## src/rtl/leg_fetch_pkg.sv

```systemverilog
// leg_fetch_pkg: shared fetch-queue defaults and the queued entry layout
package leg_fetch_pkg;
    localparam int          DEF_QDEPTH   = 4;
    localparam logic [31:0] DEF_RESET_PC = 32'h0000_0000;
    typedef struct packed {
        logic [31:0] instr;
        logic [31:0] pc;
    } fetch_entry_t;
endpackage

```

## src/rtl/fetch_fifo.sv

```systemverilog
// fetch_fifo: power-of-two circular queue of fetch entries with flush
module fetch_fifo
    import leg_fetch_pkg::*;
#(
    parameter int DEPTH = DEF_QDEPTH
) (
    input  logic         clk,
    input  logic         reset,
    input  logic         flush,
    input  logic         push,
    input  logic         pop,
    input  fetch_entry_t wdata,
    output logic         full,
    output logic         empty,
    output fetch_entry_t head
);
    localparam int AW = $clog2(DEPTH);
    logic [AW-1:0] hd, tl;
    logic [AW:0]   cnt;
    fetch_entry_t  mem [DEPTH];
    logic          do_push, do_pop;
    assign full    = cnt == (AW+1)'(DEPTH);
    assign empty   = cnt == '0;
    assign do_pop  = pop & ~empty;
    assign do_push = push & (~full | do_pop);
    assign head    = mem[hd];
    // pointers wrap naturally because DEPTH is a power of two; flush drops every entry
    always_ff @(posedge clk) begin
        if (reset || flush) begin
            hd  <= '0;
            tl  <= '0;
            cnt <= '0;
        end else begin
            hd  <= hd + AW'(do_pop);
            tl  <= tl + AW'(do_push);
            cnt <= cnt + (AW+1)'(do_push) - (AW+1)'(do_pop);
        end
    end
    // storage is zeroed on reset so the head reads a defined value while empty
    always_ff @(posedge clk) begin
        if (reset) begin
            for (int i = 0; i < DEPTH; i++) mem[i] <= '0;
        end else if (do_push && !flush) begin
            mem[tl] <= wdata;
        end
    end
endmodule

```

## src/rtl/ifetch_queue.sv

```systemverilog
// ifetch_queue: sequential instruction prefetcher feeding decode through a small queue
module ifetch_queue
    import leg_fetch_pkg::*;
#(
    parameter int          QDEPTH   = DEF_QDEPTH,
    parameter logic [31:0] RESET_PC = DEF_RESET_PC
) (
    input  logic        clk,
    input  logic        reset,
    output logic [31:0] imem_a,
    input  logic [31:0] imem_rd,
    input  logic        redirect,
    input  logic [31:0] redirect_pc,
    input  logic        ready_d,
    output logic        valid_d,
    output logic [31:0] instr_d,
    output logic [31:0] pc_d,
    output logic [31:0] pc8_d
);
    logic [31:0]  fetch_pc;
    logic         full, empty, enq, deq;
    fetch_entry_t hd;
    assign valid_d = ~empty;
    assign deq     = valid_d & ready_d & ~redirect;
    assign enq     = ~redirect & (~full | deq);
    assign imem_a  = fetch_pc;
    assign instr_d = hd.instr;
    assign pc_d    = hd.pc;
    assign pc8_d   = hd.pc + 32'd8;
    fetch_fifo #(.DEPTH(QDEPTH)) u_fifo (
        .clk   (clk),
        .reset (reset),
        .flush (redirect),
        .push  (enq),
        .pop   (deq),
        .wdata ('{instr: imem_rd, pc: fetch_pc}),
        .full  (full),
        .empty (empty),
        .head  (hd)
    );
    // fetch address: reset beats redirect, otherwise advance only when a word is enqueued
    always_ff @(posedge clk) begin
        fetch_pc <= reset    ? (RESET_PC & ~32'h3) :
                    redirect ? (redirect_pc & ~32'h3) :
                    enq      ? fetch_pc + 32'd4 : fetch_pc;
    end
endmodule

```

## config.mk

```make
export PLATFORM = sky130hd
export DESIGN_NAME = ifetch_queue
export DESIGN_NICKNAME = d
export VERILOG_FILES = /design/src/rtl/leg_fetch_pkg.sv /design/src/rtl/fetch_fifo.sv /design/src/rtl/ifetch_queue.sv
export SDC_FILE = /design/constraint.sdc
export NUM_CORES = 1
export LEC_CHECK = 0
export BUFFER_PORTS_ARGS = -buffer_cell sky130_fd_sc_hd__buf_2
export CAP_MARGIN = 20
export CELL_PAD_IN_SITES_DETAIL_PLACEMENT = 1
export CELL_PAD_IN_SITES_GLOBAL_PLACEMENT = 1
export CORE_ASPECT_RATIO = 1.1
export CORE_MARGIN = 3
export CORE_UTILIZATION = 45
export CTS_CLUSTER_SIZE = 12
export DETAILED_ROUTE_END_ITERATION = 16
export GPL_TIMING_DRIVEN = 0
export PLACE_DENSITY_LB_ADDON = 0.25
export SLEW_MARGIN = 20
export SYNTH_ARGS = -nofsm -noshare
export SYNTH_HDL_FRONTEND = slang
export SYNTH_SLANG_ARGS = --single-unit
```

## constraint.sdc

```tcl
create_clock -name clk -period 4.7 [get_ports clk]
set_input_delay 0.47 -clock clk [delete_from_list [all_inputs] [get_ports clk]]
set_output_delay 0.47 -clock clk [all_outputs]
set_load 0.05 [all_outputs]
```

==> metrics.txt, run 1 <==
status=completed; pwr/cell area=381 nW/um2; global route overflow=0; largest cells by area after synthesis=edfxtp_1 55%, and2_1 8.4%, mux4_2 7.7%; largest net degree at the start of global routing=43; maximum capacitance violations=0; fillers=between 2000 and 3000; Remaining DRCs=0; # port buffers=187; I/O pins=197; Async SR Flop Fraction=0%; Rel. slew slack=approximately 47%; post-DR vias/cell=5.57; number of global-route vias before repair=around 9500; clk slew on worst S/H paths=approximately 0.060 ns; pre-CTS WS=approximately 0.84 ns; chip height=188 um; Pre-antenna DRT Iters=4; starting density of the core=~46%; CP required=between 4 and 5 ns; most common cell in the synthesized netlist=edfxtp_1; Post-Route WL=~38000 um; post-synthesis cell area=about 13000 um2; fin util=between 50% and 60%; DRT iter0 DRCs=around 660; GP Congestion=about 0.80; Max FO, Critical Path=10; Setup crit end kind=output port; Yosys cell types=between 50 and 60; synthesized flop and latch total=285; Post-CTS Hold Fix Bufs=0; post-synthesis instance total=approximately 970; mux cell area share after synthesis=between 10% and 20%; Startpoint Class=flip-flop; Compound-Gate Fraction of Synth Area=between 2 and 3%; Ys Warns=0; clock sinks=285; Main synth FF type=edfxtp_1; final setup fails=0; Leakage=6.47 nW; Clock Path Buffers=3; worst clock skew=roughly 0.011 ns; worst hold-check path type=in2reg; Nets=between 1000 and 1500; clock root buffer=clkbuf_16; Synth Area in Adders=less than 1%; WP data arrival=between 3 and 4 ns; share of cells above drive strength 1=between 20% and 30%; Global Route Usage Sum=23.3%; setup bufs post-CTS=0; final slew viol count=0; Yosys top cell by area=edfxtp_1; setup ws final=just over 0.7 ns; Worst VDD drop=222 uV; largest family of logic cells by synthesized area=simple AND/OR/NAND/NOR gates; minimum clock period=between 3 and 4 ns; Total Neg Setup Slack=0 ns; Worst-Skew Late Latency=approximately 0.56 ns; CTS Buf Count=30; Tcrit/Tclk final=between 80 and 90%; Syn Area/Cell=approximately 14 um2; Hold Fails Final Rpt=0; layout overhead on the synthesized area=18.6%; H-tree Lvls=1; core area=just under 30000 um2; Min Hold Slack=between 0.1 and 0.15 ns; first-pass GRT wire length=roughly 57000 um; xor and xnor area share after synthesis=about 3.8%; simple-gate share of the synthesized area=17.1%; Post-synth EDFFs=roughly 250; # resized after CTS=0; TritonCTS clock tree=done; Slew @ Worst Pin=around 0.8 ns; die width=between 150 and 200 um; WL/cell=between 20 and 25 um; HPWL after detailed placement=25400 um; Post-synth top cells=248 x edfxtp_1, 182 x and2_1, 57 x and3_1, 55 x clkbuf_1, 46 x mux4_2; vias post-DR=slightly below 9000; fmax=between 200 and 300 MHz; RSZ-0062 raised after global routing=false; antenna viol nets, final=0; crit path kind=reg2out; Yosys top cell area share=between 50% and 60%; # rows=between 60 and 70; initial antenna violation count=2; post-synthesis sequential area ratio=about three fifths; die area=roughly 32000 um2
-- placed cells by master (no fill, tap or decap), types with 29 or more instances in the layout --
cell type  count
edfxtp_1     248
buf_2        195
and2_1       182
clkbuf_1      68
and3_1        57
mux4_2        46
xnor2_1       37
dfxtp_1       37
inv_1         32
clkbuf_16     32
nor2_1        29
-- registers in the layout, indices dropped and copies added (netlist names) --
| signal | flops |
|---|---|
| u_fifo.mem | 248 |
| u_fifo.cnt | 3 |
| u_fifo.tl | 2 |
| imem_a | 30 |
| u_fifo.hd | 2 |
-- area by class of cell --
cell class | instances | area (um2) | area share, %
tap | 368 | 460 | 2.88
clock buffer | 51 | 932 | 5.83
sequential | 285 | 8190 | 51.2
timing repair buffer | 191 | 1040 | 6.49
multi-input combinational | 581 | 4840 | 30.3
buffer | 75 | 373 | 2.33
inverter | 33 | 124 | 0.774
clock inverter | 5 | 35.0 | 0.219
antenna | 2 | 5.00 | 0.0313
-- stage by stage --
stage / cell area [um2] / cells / total power [mW]
4_1_cts: 16000 / 1589 / 6.13
3_3_place_gp: 14900 / 1529 / 3.82
5_1_grt: 16000 / 1590 / 6.29
3_5_place_dp: 15000 / 1533 / 3.85
2_1_floorplan: 13500 / 974 / 3.57
6_report: 16000 / 1591 / 6.10
-- path summary, 6_finish.rpt --
check	slack, ns	cells past startpoint	startpoint	endpoint
worst max-delay path	0.72	9	u_fifo.hd[0]	pc8_d[13]
worst min-delay path	0.15	3	redirect_pc[7]	imem_a[7]
worst max register to register	1.02	6	u_fifo.tl[0]	u_fifo.mem[1][42]
worst min register to register	0.57	2	u_fifo.cnt[2]	u_fifo.cnt[2]
-- worst max-delay path, cell delays in order, from the launching register on --
cell     delay (ns)
dfxtp_1        0.35
buf_6          0.19
buf_12         0.17
mux4_1         0.68
ha_1           0.34
and3_2         0.26
and2_0         0.29
and3_2         0.28
xor2_1         0.12
buf_2          0.28
-- per-layer routing --
layer,track usage [%],vias up,wire (um),share of wire (%)
met3,3.48,41,2280,6.1
met1,31.5,4530,15900,42
met2,40.0,254,18800,50
met5,0,-,0,0
met4,5.26,0,635,1.7
li1,-,4031,-,-
-- where the power goes --
group | internal, mW | leakage [nW] | switching, mW
registers | 2.89 | 2.88 | 0.0661
clock network | 1.34 | 0.473 | 0.967
logic | 0.227 | 3.11 | 0.609
-- kinds of logic after synthesis --
logic type,count (synthesis)
AO/OA/AOI/OAI,53
XOR/XNOR,58
adder cells (fa/ha/maj),7
buffers and inverters,108
flip-flops,285
multiplexers,71
other,1
AND/OR/NAND/NOR,386
Note: power is estimated with default switching activity, not from simulation.
==> run 2: changes to the inputs <==
Settings changed: CORE_UTILIZATION 45 to 43.
Clock period 4.7 ns to 3.5 ns, I/O delays scaled along.
==> metrics.txt, run 2 (synthesis results as in run 1) <==
status=completed; chip height=192 um; leading cell type in the layout, fill and taps excluded=edfxtp_1; Worst VDD drop=between 300 and 400 uV; delay-heaviest family, CP=simple AND/OR/NAND/NOR gates; fillers=approximately 3200; pre-CTS WS=-0.111 ns; worst hold-check path type=in2reg; die area=roughly 34000 um2; antenna viol nets, final=0; die width=~170 um; clock sinks=around 290; layout overhead on the synthesized area=19.8%; vias post-DR=9000; Pre-antenna DRT Iters=5; Rel. slew slack=about two fifths; Largest register FFs=about 250; pwr/cell area=just over 500 nW/um2; TritonCTS clock tree=done; Placed Area=about 15000 um2; initial antenna violation count=1; clk slew on worst S/H paths=around 0.06 ns; first-pass GRT wire length=roughly 57000 um; DRT iter0 DRCs=around 700; CTS Buf Count=30; setup ws final=0.137 ns; Hold Fails Final Rpt=0; Global Route Usage Sum=22.3%; clock root buffer=clkbuf_16; largest net degree at the start of global routing=a little over 40; I/O pins=just under 200; Biggest register=u_fifo.mem; Post-Route WL=38000 um; CP max-delay cell=mux4_2; Post-CTS Hold Fix Bufs=0; # port buffers=between 150 and 200; Nets=around 1300; crit path kind=reg2out; share of cells above drive strength 1=between 20% and 30%; final setup fails=0; Leakage=between 6 and 7 nW; Tcrit/Tclk final=96.1%; commonest cells after routing, fill and taps aside=248 x edfxtp_1, 185 x buf_2, 181 x and2_1; Worst-Skew Late Latency=between 0.5 and 0.6 ns; minimum clock period=~3.4 ns; HPWL after detailed placement=about 26000 um; H-tree Lvls=1; Setup crit end kind=output port; CP required=roughly 3.2 ns; post-DR vias/cell=5.47; # rows=67; worst clock skew=roughly 0.017 ns; Clock Path Buffers=3; fmax=between 200 and 300 MHz; core area=~30000 um2; maximum capacitance violations=0; Startpoint Class=flip-flop; starting density of the core=between 40% and 50%; number of global-route vias before repair=roughly 9500; Total Neg Setup Slack=0 ns; WP data arrival=about 3 ns; final instance area=roughly 16000 um2; RSZ-0062 raised after global routing=false; Slew @ Worst Pin=~0.9 ns; peak per-stage delay on the critical path=0.56 ns; global route overflow=0; CP bufs+invs=4; worst-path cell chain=buf_6 -> buf_4 -> mux4_2 -> and4_4 -> and4_1 -> buf_2 -> and4_1 -> xor2_1 -> buf_4; final slew viol count=0; WL/cell=between 20 and 25 um; Remaining DRCs=0; GP Congestion=~0.79; Max FO, Critical Path=10
run 2: per-stage QoR:
step	utilization (%)	power, mW	std cells	hold slack (ns)
finish	52.7	8.18	1645	0.0404
global route	52.7	8.46	1645	0.0273
CTS	52.4	8.24	1638	0.0239
detailed placement	49.1	5.17	1579	0.559
global placement	48.8	5.13	1575	0.550
floorplan	-	4.80	974	0.495
run 2: metal layers:
metal | global-route usage (%) | vias to the layer above | share of wire (%)
met5 | 0 | - | 0
met4 | 5.52 | 0 | 2.1
met3 | 3.04 | 46 | 5.5
met2 | 38.8 | 303 | 50
met1 | 29.7 | 4613 | 42
li1 | - | 4038 | -
run 2: repair_timing:
action                                 CTS  global route
endpoints found under the hold margin    0             0
pin swaps                                3             3
gates cloned                             1             0
setup endpoints to repair               56            65
resized for setup                       23            16
setup buffers                            3             6
run 2: where the power goes:
group,switching [mW],internal [mW],total (mW)
combinational,0.821,0.315,1.14
sequential,0.0884,3.88,3.97
clock,1.27,1.80,3.07
run 2: path summary, 6_finish.rpt:
| path | start | endpoint | slack, ns | cells after the start |
|---|---|---|---|---|
| min reg2reg | u_fifo.cnt[2] | u_fifo.cnt[2] | 0.56 | 2 |
| min | redirect_pc[4] | imem_a[4] | 0.04 | 3 |
| max | u_fifo.hd[0] | pc8_d[16] | 0.14 | 9 |
| max reg2reg | u_fifo.tl[0] | u_fifo.mem[1][51] | 0.39 | 6 |
run 2: layout make-up:
cell class                 count  area (um2)  share of cell area [%]
sequential                   285        8190                    50.7
multi-input combinational    582        4870                    30.1
timing repair buffer         200        1130                    6.99
clock buffer                  48         890                    5.51
tap                          414         518                    3.21
buffer                        75         380                    2.35
inverter                      33         124                   0.767
clock inverter                 7        60.1                   0.372
antenna                        1        2.50                  0.0155
run 2: worst min-delay path: cells and delay by family:
kind,cells,cell delay (ns)
buffers and inverters,1,0.07
muxes,1,0.05
and+or+nand+nor,1,0.08
==> run 3: changes to the inputs <==
Settings changed: HOLD_SLACK_MARGIN set to 0.08.
Clock period 3.5 ns to 2.8 ns, I/O delays scaled along.
==> metrics.txt, run 3 (synthesis results as in run 1) <==
Tot Pwr=about 10 mW; Largest register FFs=~250; Max FO, Critical Path=6; Biggest register=u_fifo.mem; fmax=approximately 310 MHz; share of cells above drive strength 1=between 30% and 40%; Worst VDD drop=445 uV; Startpoint Class=flip-flop; peak per-stage delay on the critical path=slightly above 0.6 ns; I/O pins=just under 200; die area=~34000 um2; Rel. slew slack=roughly 34%; Slew @ Worst Pin=0.986 ns; pwr/cell area=~590 nW/um2; Clock Path Buffers=3; Setup crit end kind=output port; initial antenna violation count=0; crit path kind=reg2out; Clock Power Share=about 37%; minimum clock period=3.23 ns; failing checks=negative setup slack; WP data arrival=2.95 ns; final slew viol count=0; TritonCTS clock tree=done; status=complete, but fails checks; largest net degree at the start of global routing=43; WL/cell=23.9 um; Pre-antenna DRT Iters=5; DRT iter0 DRCs=roughly 860; die width=about 170 um; vias post-DR=about 9500; antenna viol nets, final=0; Nets=1374; Placed Area=15300 um2; GP Congestion=0.775; first-pass GRT wire length=61300 um; Global Route Usage Sum=24.0%; number of diodes=0; # rows=67; starting density of the core=a little over two fifths; Post-Route WL=41500 um; switching fraction of total power=between 20% and 30%; CP max-delay cell=mux4_2; pre-CTS WS=-0.556 ns; sw power=2.87 mW; Logic pwr share=15.6%; maximum capacitance violations=0; register share of total power=47.6%; Remaining DRCs=0; CTS Buf Count=31; Hold Fails Final Rpt=0; Internal=about 7.6 mW; clock root buffer=clkbuf_16; post-DR vias/cell=between 5 and 6; worst clock skew=roughly 0.013 ns; H-tree Lvls=1; clock sinks=around 290; chip height=192 um; number of global-route vias before repair=roughly 10000; core area=slightly above 30000 um2; CP most frequent cell=buf_12; Min Hold Slack=0.0918 ns; commonest cells after routing, fill and taps aside=248 x edfxtp_1, 179 x and2_1, 162 x buf_2; Leakage=~7 nW; layout overhead on the synthesized area=31.4%; # port buffers=around 190; clk slew on worst S/H paths=~0.060 ns; worst-path cell chain=buf_12 -> buf_12 -> mux4_2 -> and3_4 -> and2_2 -> nand4_1 -> xnor2_4 -> buf_6; leading cell type in the layout, fill and taps excluded=edfxtp_1; final instance area=between 15000 and 20000 um2; RSZ-0062 raised after global routing=true; global route overflow=0; setup ws final=-0.429 ns; fin util=approximately 58%; final setup fails=22; CP required=~2.5 ns; Worst-Skew Late Latency=around 0.56 ns; worst hold-check path type=in2reg; HPWL after detailed placement=roughly 26000 um; Tcrit/Tclk final=115%
[run 3: worst max-delay path: cells and delay by family (launching register included)]
kind | cells | cell delay (ns)
XOR/XNOR | 1 | 0.15
buffers and inverters | 3 | 0.42
flip-flops | 1 | 0.41
multiplexers | 1 | 0.62
AND/OR/NAND/NOR | 3 | 0.77
[run 3: path summary, 6_finish.rpt]
path | startpoint | end | slack [ns] | depth (start not counted)
worst max-delay path | u_fifo.hd[0] | pc8_d[31] | -0.43 | 8
worst min-delay path | redirect_pc[24] | imem_a[24] | 0.09 | 4
worst max register to register | u_fifo.tl[0] | u_fifo.mem[1][59] | 0.19 | 6
worst min register to register | imem_a[30] | u_fifo.mem[2][30] | 0.57 | 1
[run 3: per-layer routing]
metal  GRT usage, %  vias to the layer above  wire length (um)
met1           29.9                     4810             16700
met5              0                        -                 0
met3           3.46                      100              2350
met4           8.81                        0              1510
met2           42.6                      380             20900
li1               -                     4225                 -
[run 3: power groups by stage]
stage / Sequential [mW] / Combinational [mW] / Clock (mW)
2_1_floorplan: 5.11 / 0.927 / 0
4_1_cts: 4.97 / 1.59 / 3.85
3_3_place_gp: 5.05 / 1.40 / 0
5_1_grt: 4.99 / 1.71 / 4.05
3_5_place_dp: 5.05 / 1.44 / 0
6_report: 4.97 / 1.62 / 3.84
[run 3: cell type report]
type	count	area (um2)
multi-input combinational	583	5330
tap	414	518
buffer	74	445
clock inverter	19	139
clock buffer	34	787
timing repair buffer	291	2190
inverter	33	125
sequential	285	8190
fill	3064	13000
[run 3: timing repair]
| action | 4_1_cts | 5_1_grt |
|---|---|---|
| hold buffers | 53 | 0 |
| endpoints found under the setup margin | 206 | 171 |
| buffers inserted | 35 | 12 |
| cloned | 1 | 2 |
| pin swaps | 30 | 20 |
| endpoints found under the hold margin | 145 | 0 |
| gates resized for setup | 128 | 32 |
[run 3: stage by stage]
| step | setup TNS, ns | instances |
|---|---|---|
| floorplan | -0.349 | 974 |
| global placement | -248.05 | 1575 |
| detailed placement | -64.18 | 1579 |
| CTS | -7.99 | 1721 |
| global route | -8.18 | 1733 |
| finish | -6.85 | 1733 |
